**src/rtl/mat_if_pkg.sv**
```systemverilog
// mat_if_pkg: shared widths, defaults, FSM states and 2x2 operand packing for the matrix job path
package mat_if_pkg;
    localparam int WIDTH_DEF   = 8;
    localparam int TIMEOUT_DEF = 64;
    localparam int RES_W       = 64;
    typedef enum logic [2:0] {IDLE, START, WAIT_DONE, ACK, HOLD} state_t;
    // element [r][c] sits at word index 3-(2r+c), so [0][0] occupies the MSBs
    function automatic int elem_lsb(input int r, input int c, input int w);
        return (3 - (2 * r + c)) * w;
    endfunction
endpackage

```
**src/rtl/mat_watchdog.sv**
```systemverilog
// mat_watchdog: wait-cycle counter that flags the last permitted cycle of an engine wait
module mat_watchdog
    import mat_if_pkg::*;
#(
    parameter int TIMEOUT_CYCLES = TIMEOUT_DEF
) (
    input  logic clk,
    input  logic reset,
    input  logic clear,
    input  logic enable,
    output logic expired
);
    localparam int CW = $clog2(TIMEOUT_CYCLES) + 1;
    logic [CW-1:0] cnt;
    always_ff @(posedge clk or posedge reset) begin
        if (reset) cnt <= '0;
        else if (clear) cnt <= '0;
        else if (enable) cnt <= cnt + 1'b1;
    end
    assign expired = enable && (cnt == CW'(TIMEOUT_CYCLES - 1));
endmodule

```
**src/rtl/mat_job_initiator.sv**
```systemverilog
// mat_job_initiator: hands 2x2 jobs to a matrix engine and returns the captured result to the host
module mat_job_initiator
    import mat_if_pkg::*;
#(
    parameter int WIDTH          = WIDTH_DEF,
    parameter int TIMEOUT_CYCLES = TIMEOUT_DEF
) (
    input  logic               clk,
    input  logic               reset,
    input  logic               job_valid,
    input  logic [4*WIDTH-1:0] job_data,
    output logic               job_ready,
    output logic [4*WIDTH-1:0] mat_A,
    output logic               mat_start,
    input  logic               mat_done,
    input  logic [RES_W-1:0]   mat_res,
    output logic               mat_done_ack,
    output logic               res_valid,
    output logic [RES_W-1:0]   res_data,
    input  logic               res_ready,
    output logic               timeout_err,
    output logic [15:0]        jobs_done
);
    state_t state;
    logic   in_wait, expired;
    assign in_wait = (state == WAIT_DONE);
    mat_watchdog #(.TIMEOUT_CYCLES(TIMEOUT_CYCLES)) u_wd (
        .clk    (clk),
        .reset  (reset),
        .clear  (!in_wait),
        .enable (in_wait),
        .expired(expired)
    );
    // a stale mat_done from an abandoned job must drain before a new start
    assign job_ready    = (state == IDLE) && !mat_done && !reset;
    assign mat_start    = (state == START);
    assign mat_done_ack = (state == ACK);
    assign res_valid    = (state == HOLD);
    always_ff @(posedge clk or posedge reset) begin
        if (reset) begin
            state       <= IDLE;
            mat_A       <= '0;
            res_data    <= '0;
            jobs_done   <= '0;
            timeout_err <= 1'b0;
        end else begin
            case (state)
                IDLE: if (job_valid && job_ready) begin
                    mat_A <= job_data;
                    state <= START;
                end
                START: state <= WAIT_DONE;
                WAIT_DONE: if (mat_done) begin
                    res_data <= mat_res;
                    state    <= ACK;
                end else if (expired) begin
                    timeout_err <= 1'b1;
                    state       <= IDLE;
                end
                ACK: if (!mat_done) state <= HOLD;
                HOLD: if (res_ready) begin
                    jobs_done <= jobs_done + 16'd1;
                    state     <= IDLE;
                end
                default: state <= IDLE;
            endcase
        end
    end
endmodule

```
**config.mk**
```make
export PLATFORM = sky130hd
export DESIGN_NAME = mat_job_initiator
export DESIGN_NICKNAME = d
export VERILOG_FILES = /design/src/rtl/mat_if_pkg.sv /design/src/rtl/mat_watchdog.sv /design/src/rtl/mat_job_initiator.sv
export SDC_FILE = /design/constraint.sdc
export NUM_CORES = 1
export LEC_CHECK = 0
export ABC_AREA = 1
export CAP_MARGIN = 20
export CORE_MARGIN = 2
export CORE_UTILIZATION = 43
export DETAILED_ROUTE_END_ITERATION = 10
export GPL_TIMING_DRIVEN = 0
export PLACE_DENSITY = 0.81
export RECOVER_POWER = 25
export SYNTH_ARGS = -nofsm -noshare
export SYNTH_HDL_FRONTEND = slang
export SYNTH_SLANG_ARGS = --single-unit
export TNS_END_PERCENT = 100
```
**constraint.sdc**
```tcl
create_clock -name clk -period 4.95 [get_ports clk]
set_input_delay 0.99 -clock clk [delete_from_list [all_inputs] [get_ports clk]]
set_output_delay 0.99 -clock clk [all_outputs]
set_load 0.01 [all_outputs]
```
==> impl_metrics.tcl <==
set metrics [dict create \
    intPower_mw 3.276 \
    cts_tree "done" \
    crit_type "in2out" \
    fillers 899 \
    post_cts_buffers 0 \
    final_util_pct 70.18 \
    clockPowerShare_pct 27.2 \
    antenna_found_initial 1 \
    total_power_mw 4.794 \
    cpPeakStageDelay_ns 0.60 \
    hold_path.class "reg2reg" \
    synth_seq_cells 123 \
    start_util_pct 44.54 \
    wl_um 14140 \
    rsz0062_at_grt "no" \
    synth_top_area_cell "dfrtp_1" \
    io_buffer_count 216 \
    endpoint_kind "output pin" \
    path_buf_inv 3 \
    synth.distinct_cells 29 \
    fin_skew_ns 0.005173 \
    wl_per_cell_um 14.35 \
    finalCritPeriodShare_pct 77.92 \
    path_max_fanout 10 \
    clockRootBuffer "clkbuf_16" \
    drive_gt1_share_pct 6.778 \
    design.die.area_mm2 0.01287 \
    status "complete, but fails checks" \
    holdBufCountCts 0 \
    core.rowCount 39 \
    clkTransAtPathRegs_ns 0.05 \
    synth_area_leaders "dfrtp_1, nand2_1, nand3_1, nor2_1, inv_1" \
    rr_startpoint "state[2]" \
    post_drt_via_cell_ratio 4.832 \
    ys_seq_area_share_pct 59.75 \
    path_cells "dlygate4sd3_1, or2_1, nor2_4, buf_4, clkdlybuf4s50_1" \
    critPathTopFamily "buffers and inverters" \
    ff2ff_setup_slack_ns 3.02 \
    drv_slew 50 \
    io-pin-count 218 \
    clk_latency_ns 0.40 \
    violations "capacitance limit, slew limit" \
    tightestPinTransition_ns 2.244 \
    seqPwrFrac_pct 34.3 \
    grt_pass1_wl_um 23390 \
    fin_ws_ns 1.093 \
    yosysTopAreaCellShare_pct 59.75 \
    place_worst_setup_slack_ns 1.198 \
    syn_area_mm2 0.005151 \
    fmax_ghz 0.2593 \
    grt_max_degree 75 \
    drv_cap 1 \
    syn_to_final_growth_pct 57.57 \
    switching_share_pct 31.67 \
    clk_path_buf_depth 2 \
    startpoint_type "input pin" \
    worstHoldPathCells 2 \
    drt_first_pass_iters 4 \
    drtIter0Drc 295 \
    p_comb_share_pct 38.5 \
    ctsResizeCount 0 \
    core_mm2 0.01156 \
    num-nets-final 933 \
    finalHoldViolCount 0 \
    die_w_um 113.5 \
    r2r_cells 7 \
    syn_avg_cell_area_um2 8.672 \
    crit_cells 5 \
    synth.net_count 697 \
    yosys_warnings 0 \
    peakVddDrop_uv 312.1 \
    power.leakage_nw 3.979 \
    power.switching_mw 1.518 \
    cp.arrival_ns 2.87 \
    postSynthCellCount 594 \
    grt_use_total_pct 22.59 \
    drc 0 \
    grt_pass1_vias 4940 \
    crit_start "mat_done" \
    hp-start "mat_A[9]" \
    place.gp.congestion 0.9130 \
    cts.sinks 123 \
    cp_slowest_cell "dlygate4sd3_1" \
    cp.required_ns 3.96 \
    cts-buffers-inserted 17 \
    slew_headroom_pct -50.43 \
    powerDensity_mw_per_mm2 590.6 \
    setup_viol 0 \
    fin_crit_ns 3.857 \
    grt_remaining_overflow 0 \
    antenna_left 0 \
    die_h_um 113.5 \
    cts_htree_levels 4 \
    vias 4760 \
    dp_hpwl_um 10440 \
]
==> registers in the layout, summed over array words and instances (netlist names) <==
name / flops
timeout_err: 1
jobs_done: 16
state: 3
u_wd.cnt: 7
res_data: 64
mat_A: 32
==> cell families after synthesis <==
| family | after synthesis | synth area share (%) |
|---|---|---|
| xor gates and xnor gates | 9 | 1.530 |
| DFF | 123 | 59.75 |
| AOI/OAI and AO/OA | 9 | 0.9959 |
| and+or+nand+nor | 403 | 32.38 |
| adders and majority gates | 2 | 0.4857 |
| buffers and inverters | 48 | 4.858 |
==> per-layer routing <==
layer | vias up | track usage (%) | share of wire [%]
met2 | 174 | 38.12 | 50
met3 | 33 | 5.313 | 5.6
met4 | 0 | 10.24 | 2.7
met5 | - | 0 | 0
li1 | 2316 | - | -
met1 | 2237 | 27.75 | 42
==> synth_stat cells, drive strengths merged <==
library cell  instances
a21oi                 2
a31o                  1
buf                  20
clkbuf                5
dfrtp               123
ha                    2
inv                  23
nand2               313
nand3                42
nand3b                4
nand4                 7
nor2                 30
nor3                  5
nor3b                 1
o21ai                 5
o21bai                1
or2                   1
xnor2                 4
xor2                  5
==> cell type report <==
cell class	count	area, um2	share of cell area [%]
inverters	23	87.58	1.079
clock buffers	23	488.0	6.012
well taps	143	178.9	2.204
clock inverters	7	137.6	1.696
flip-flops and latches	123	3078	37.92
multi-input cells	423	1793	22.09
plain buffers	25	161.4	1.989
repair buffers	217	2190	26.98
diodes	1	2.502	0.03083
==> final timing paths <==
check	to
worst max-delay path	job_ready
worst min-delay path	mat_A[9]
worst max register to register	res_data[24]
worst min register to register	mat_A[9]
max in group asynchronous	res_data[33]
min in group asynchronous	u_wd.cnt[2]
==> through the flow <==
step	TNS (ns)	instances	area [um2]	hold slack (ns)
floorplan	0	594	5151	0.4329
global placement	-111.92	953	7492	0.4489
detailed placement	0	954	7525	0.4581
CTS	0	984	8150	0.4708
global route	0	985	8117	0.4866
finish	0	985	8117	0.4664
==> worst min-delay path, stage by stage, from the launching register on <==
cell and delay [ns]:
dfrtp_1 0.33, nand2_1 0.05, nand2_1 0.05
==> power by group through the flow <==
stage               combinational (mW)  clock [mW]  sequential [mW]
floorplan                        0.617           0             1.82
global placement                  1.81           0             1.63
detailed placement                1.87           0             1.66
CTS                               1.88        1.33             1.65
global route                      2.01        1.39             1.69
finish                            1.84        1.30             1.65
==> cell usage in the layout, fill, tap and decap left out, drive strengths merged <==
| cell | count |
|---|---|
| nand2 | 313 |
| clkdlybuf4s50 | 213 |
| dfrtp | 123 |
| nand3 | 42 |
| nor2 | 30 |
| clkbuf | 30 |
| inv | 22 |
| buf | 19 |
| nand4 | 7 |
| nor3 | 5 |
| xor2 | 5 |
| o21ai | 5 |
| xnor2 | 4 |
| nand3b | 4 |
| bufinv | 4 |
| dlygate4sd3 | 3 |
| a21oi | 2 |
| ha | 2 |
| clkinv | 2 |
| clkinvlp | 2 |
| diode | 1 |
| nor3b | 1 |
| or2 | 1 |
| o21bai | 1 |
| a31o | 1 |
(Power assumes the default switching activity.)
